## src/rtl/iq_pair_sequencer.sv

```systemverilog
// rtl/iq_pair_sequencer.sv - serialises a captured frame of I/Q pairs one pair per beat,
// in forward or reverse order, with a zero-bubble hand-off between back-to-back frames.
module iq_pair_sequencer #(
  parameter int W     = 5,
  parameter int NPAIR = 5
) (
  input  logic                   clk,
  input  logic                   rst,
  input  logic [2*W*NPAIR-1:0]   in_data,
  input  logic                   in_rev,
  input  logic                   in_valid,
  output logic                   in_ready,
  output logic [W-1:0]           out_i,
  output logic [W-1:0]           out_q,
  output logic [((NPAIR <= 2) ? 1 : $clog2(NPAIR))-1:0] out_idx,
  output logic                   out_last,
  output logic                   out_valid,
  input  logic                   out_ready
);

  localparam int IDXW = (NPAIR <= 2) ? 1 : $clog2(NPAIR);
  localparam logic [IDXW-1:0] LAST_POS = IDXW'(NPAIR - 1);

  typedef enum logic {IDLE = 1'b0, SEND = 1'b1} state_t;

  state_t                 state_q, state_d;
  logic [IDXW-1:0]        pos_q, pos_d;
  logic [2*W*NPAIR-1:0]   frame_q, frame_d;
  logic                   rev_q, rev_d;

  logic                   sending;
  logic                   at_last;
  logic                   in_hs;
  logic                   out_hs;
  logic [IDXW-1:0]        idx;
  logic [2*W-1:0]         pair;

  always_ff @(posedge clk or posedge rst) begin
    if (rst) begin
      state_q <= IDLE;
      pos_q   <= '0;
      frame_q <= '0;
      rev_q   <= 1'b0;
    end else begin
      state_q <= state_d;
      pos_q   <= pos_d;
      frame_q <= frame_d;
      rev_q   <= rev_d;
    end
  end

  always_comb begin
    sending  = (state_q == SEND);
    at_last  = (pos_q == LAST_POS);
    idx      = rev_q ? (LAST_POS - pos_q) : pos_q;
    in_ready = !sending || (at_last && out_ready);
    in_hs    = in_valid && in_ready;
    out_hs   = sending && out_ready;

    // Mux out the selected pair without a variable part-select on a computed offset.
    pair = '0;
    for (int k = 0; k < NPAIR; k++) begin
      if (idx == IDXW'(k)) pair = frame_q[2*W*k +: 2*W];
    end
  end

  always_comb begin
    state_d = state_q;
    pos_d   = pos_q;
    frame_d = frame_q;
    rev_d   = rev_q;
    if (in_hs) begin
      // Covers both the idle start and the last-beat overlap with a new frame.
      state_d = SEND;
      pos_d   = '0;
      frame_d = in_data;
      rev_d   = in_rev;
    end else if (out_hs && at_last) begin
      state_d = IDLE;
      pos_d   = '0;
    end else if (out_hs) begin
      pos_d = pos_q + 1'b1;
    end
  end

  always_comb begin
    out_valid = sending;
    out_i     = '0;
    out_q     = '0;
    out_idx   = '0;
    out_last  = 1'b0;
    if (sending) begin
      out_i    = pair[W-1:0];
      out_q    = pair[2*W-1:W];
      out_idx  = idx;
      out_last = at_last;
    end
  end

endmodule

```

## config.mk

```make
export PLATFORM = sky130hd
export DESIGN_NAME = iq_pair_sequencer
export DESIGN_NICKNAME = d
export VERILOG_FILES = /design/src/rtl/iq_pair_sequencer.sv
export SDC_FILE = /design/constraint.sdc
export NUM_CORES = 1
export LEC_CHECK = 0
export CORE_MARGIN = 5
export CORE_UTILIZATION = 49
export DETAILED_ROUTE_END_ITERATION = 8
export PLACE_DENSITY = 0.79
export SYNTH_ARGS = -nofsm -noshare
export SYNTH_HDL_FRONTEND = slang
export SYNTH_SLANG_ARGS = --single-unit
```

## constraint.sdc

```tcl
create_clock -name clk -period 2.7 [get_ports clk]
set_input_delay 0.54 -clock clk [delete_from_list [all_inputs] [get_ports clk]]
set_output_delay 0.54 -clock clk [all_outputs]
set_load 0.02 [all_outputs]
```

[Yosys cells after proc, flatten, opt, wreduce, memory -nomap -nowiden]
Cells that the tools add are included.
Word-level totals
  register bits: 55
  input port bits: 55
  word-level logic and storage cells: 35
  output and inout bits: 16
Cells by class
  reduce and logical (&&, ||, !) cells: 9
  mux-type cells: 15
  add/subtract/negate cells: 2
  equal/unequal tests: 5
Operators with widths (number)
  $mux 10: 5
  $mux 3: 5
  $mux 5: 2
  $eq 3x2->1 const B: 2
  $eq 3x3->1 const B: 2
  $logic_and 1x1->1: 4
  $add 3x1->3 const B: 1
  $eq 3x1->1 const B: 1
  $logic_not 3->1: 1
  $mux 1: 3
  $reduce_bool 3->1: 1
  $sub 3x3->3 const A: 1
  $reduce_bool 2->1: 1
  $logic_not 1->1: 1
  $logic_or 1x1->1: 1

[Depth between registers and ports, before layout]
  word-level depth: 9
  depth in mapped cells: 8
  mapped depth without buffers: 7

[Least setup slack after synthesis]
No wires, ideal clock.
  kind: register to output
  start point: reg pos_q[1]
  end point: out out_i[0]
  data required time: 2.160 ns
  slack: 0.134 ns
  arrival: 2.026 ns
  cell stages (with the launch flop): 9
  cells stage by stage: dfrtp_1 inv_1 ha_1 ha_1 nand4b_1 and2_1 and3_4 buf_6 a211oi_2
On the way
  cells in the longest elaborated chain, start to end: 9
RTL lines
  start, declared: RTL line 27  | logic [IDXW-1:0] pos_q, pos_d;
  start signal, assigned: RTL line 46  | pos_q <= pos_d;
  $sub 3x3->3: RTL line 55  | idx = rev_q ? (LAST_POS - pos_q) : pos_q;
  $mux 3 *: RTL line 55
  $logic_not 3->1: RTL line 63  | if (idx == IDXW'(k)) pair = frame_q[2*W*k +: 2*W];
  $mux 10 (4 in a row): RTL line 63
  $mux 10 *: RTL line 63
  $mux 5 *: RTL line 92  | if (sending) begin
  end, declared: RTL line 13  | output logic [W-1:0] out_i,
Every way passes the cells marked *; elsewhere a longest branch is shown, timed or not.

[Worst setup path in the final report]
Same ends and word-level chain as after synthesis.

==> flow_summary.json <==
{
  "layout-drive-gt1-share_pct": 44.3,
  "final_area_sq_um": 4030,
  "die-area_sq_um": 7250,
  "diodes": 0,
  "syn_inst": 209,
  "placed_area_sq_um": 3620,
  "crit_chain": "inv_2 > ha_4 > ha_4 > mux2i_4 > buf_6 > buf_6 > and3_4 > mux2i_4 > a211oi_2 > buf_4",
  "overflow": 0,
  "netlist_area_sq_um": 2770,
  "crit_family": "buffers and inverters",
  "area_delta_synth_final_pct": 45.6,
  "grt_pass1_vias": 2226,
  "port_buffers": 70,
  "fp.dieH_um": 85.1,
  "ioPinCount": 71,
  "hp-start": "frame_q[18]",
  "cts_hold_buffers": 0,
  "end_kind": "primary output",
  "drt_iter0_markers": 108,
  "p_per_area_nw_per_um2": 1400,
  "rsz0062_at_grt": "true",
  "cp_num_buf_inv": 4,
  "fin_crit_sh_pct": 103,
  "drc": 0,
  "dr.pass1.iters": 4,
  "dp_hpwl_mm": 4.57,
  "vias": 2047,
  "numCtsBuffers": 5,
  "core_sq_um": 5510,
  "status": "complete, but fails checks",
  "cp-start-kind": "flop",
  "h-tree-depth": 2,
  "cp_slowest_cell": "dfrtp_1",
  "grt_start_max_net_pins": 52,
  "power_uw": 5640,
  "worstMarginPinSlew_ns": 0.530,
  "required_ns": 2.16,
  "initial_core_util_pct": 50.2,
  "wl_per_cell_um": 18.9,
  "nNetsFinal": 358,
  "ys_seq_area_share_pct": 49.8,
  "min_path_type": "reg2reg",
  "critPathMaxFanout": 5,
  "grt.total_usage_pct": 20.2,
  "rows": 27,
  "grt_antenna_before_repair": 0,
  "critPathKind": "reg2out",
  "worst_slack_ns": -0.0824,
  "place_congestion": 0.831,
  "finalSetupViolations": 10,
  "clockBufferDepth": 2,
  "violations": "negative setup slack",
  "cts-root-buf": "clkbuf_8",
  "cap_viol_max_count": 0,
  "synthDistinctLibCells": 31,
  "fmax_mhz": 359,
  "routed_via_density": 5.53,
  "die_w_um": 85.1,
  "ant_nets": 0,
  "synth.yosys.warnings": 0,
  "cpPeakStageDelay_ns": 0.40,
  "ir_drop_mv": 0.816,
  "clock_latency_ns": 0.31,
  "startpoint": "pos_q[1]",
  "fin_worst_skew_ns": 0.00675,
  "r2r_start": "pos_q[0]",
  "syn-mean-instance-area_sq_um": 13.2,
  "fillerInstances": 372,
  "synth_fp_nets": 269,
  "grt_pass1_wl_mm": 11.5,
  "fin_crit_ns": 2.78,
  "ys_ff_latch": 55,
  "finalHoldViolCount": 0,
  "maxSlewViolCount": 0,
  "crit_arrival_ns": 2.24,
  "drt-total-wl_mm": 6.98,
  "clkTransAtPathRegs_ns": 0.09,
  "cts_tree": "yes",
  "relSlewSlack_pct": 64.6,
  "leakage_uw": 0.00171,
  "clkSinkCount": 55
}
[flip-flops by register name, indices dropped and copies added (netlist names)]
signal,count
frame_q,50
rev_q,1
pos_q,3
out_valid,1
[routing by layer]
| metal | vias up | GRT usage [%] | part of all wire, % |
|---|---|---|---|
| li1 | 955 | - | - |
| met3 | 6 | 3.79 | 4.8 |
| met4 | 0 | 4.89 | 1.2 |
| met1 | 1026 | 27.2 | 44 |
| met5 | - | 0 | 0 |
| met2 | 60 | 33.8 | 50 |
[layout make-up]
type	instances	area, sq um	area share [%]
tap	72	90.1	2.24
timing repair buffer	93	906	22.5
clock buffer	6	82.6	2.05
clock inverter	1	8.76	0.218
inverter	4	15.0	0.373
multi-input combinational	139	1550	38.4
sequential	55	1380	34.2
[cells by family after synthesis]
family | share of synthesized area (%)
multiplexers | 26.3
flip-flops | 49.8
AND/OR/NAND/NOR | 8.73
AO/OA/AOI/OAI | 9.00
buffers and inverters | 3.89
adder cells (fa/ha/maj) | 2.26
[power by group]
group	internal, uW	total (uW)	switching (uW)
registers	1240	1560	316
clock network	207	466	259
logic	1940	3620	1680
total	3390	5640	2260
[synthesized netlist by cell type (all sizes together)]
cell type	n	area share (%)
buf	13	3.2
nand4bb	1	0.41
and3	11	2.7
nand3b	1	0.27
and2	3	0.68
a211oi	10	4.5
nor3b	1	0.27
inv	4	0.54
clkbuf	1	0.14
a22o	2	0.63
nor2b	2	0.45
mux2i	13	5.2
nand2	5	0.68
nor3	1	0.18
nand4	1	0.45
o21a	1	0.27
o22ai	1	0.23
dfrtp	55	50
ha	5	2.3
mux2	52	21
nand4b	1	0.32
o221ai	10	3.2
nand2b	2	0.72
o21ai	1	0.18
nor2	12	1.6
[stage by stage]
step,utilization [%],setup TNS [ns],hold slack [ns],setup slack [ns],std cells
after floorplan,-,0,0.464,0.134,209
after global placement,65.8,-2.81,0.478,-0.293,353
after detailed placement,65.8,-3.22,0.486,-0.334,353
after CTS,71.7,-0.447,0.510,-0.0843,369
after global routing,73.1,-1.29,0.524,-0.159,370
final,73.1,-0.374,0.513,-0.0824,370
[worst register-to-register path, delay by kind of cell, from the launching register on]
family	cells	cell delay [ns]
and+or+nand+nor	3	0.27
muxes	1	0.40
DFF	1	0.38
adders and majority gates	2	0.32
buffers and inverters	2	0.33
[cell usage in the layout, fill, tap and decap left out, types with 3 or more instances in the layout]
master and count:
a211oi_2 10, and3_1 5, and3_4 7, buf_12 3, buf_4 25, buf_6 5
clkbuf_8 6, clkdlybuf4s50_1 58, dfrtp_1 54, ha_4 3, inv_2 3, mux2_1 11
mux2_2 41, mux2i_1 5, mux2i_4 6, nand2_1 3, nor2_1 12, o221ai_2 9
[path summary, 6_finish.rpt]
kind / end / slack [ns] / cells after the start
worst max-delay path: out_i[0] / -0.08 / 10
worst max register to register: frame_q[10] / 0.89 / 8
max in group asynchronous: out_valid / 1.55 / 3
min in group asynchronous: frame_q[23] / 0.58 / 2
worst min register to register: frame_q[18] / 0.51 / 1
worst min-delay path: frame_q[18] / 0.51 / 1
[repair_timing]
action | 4_1_cts | 5_1_grt
cloned | 4 | 0
pin swaps | 11 | 11
setup buffers | 5 | 1
setup endpoints to repair | 11 | 11
resized for setup | 85 | 14
Note: power is estimated with default switching activity, not from simulation.
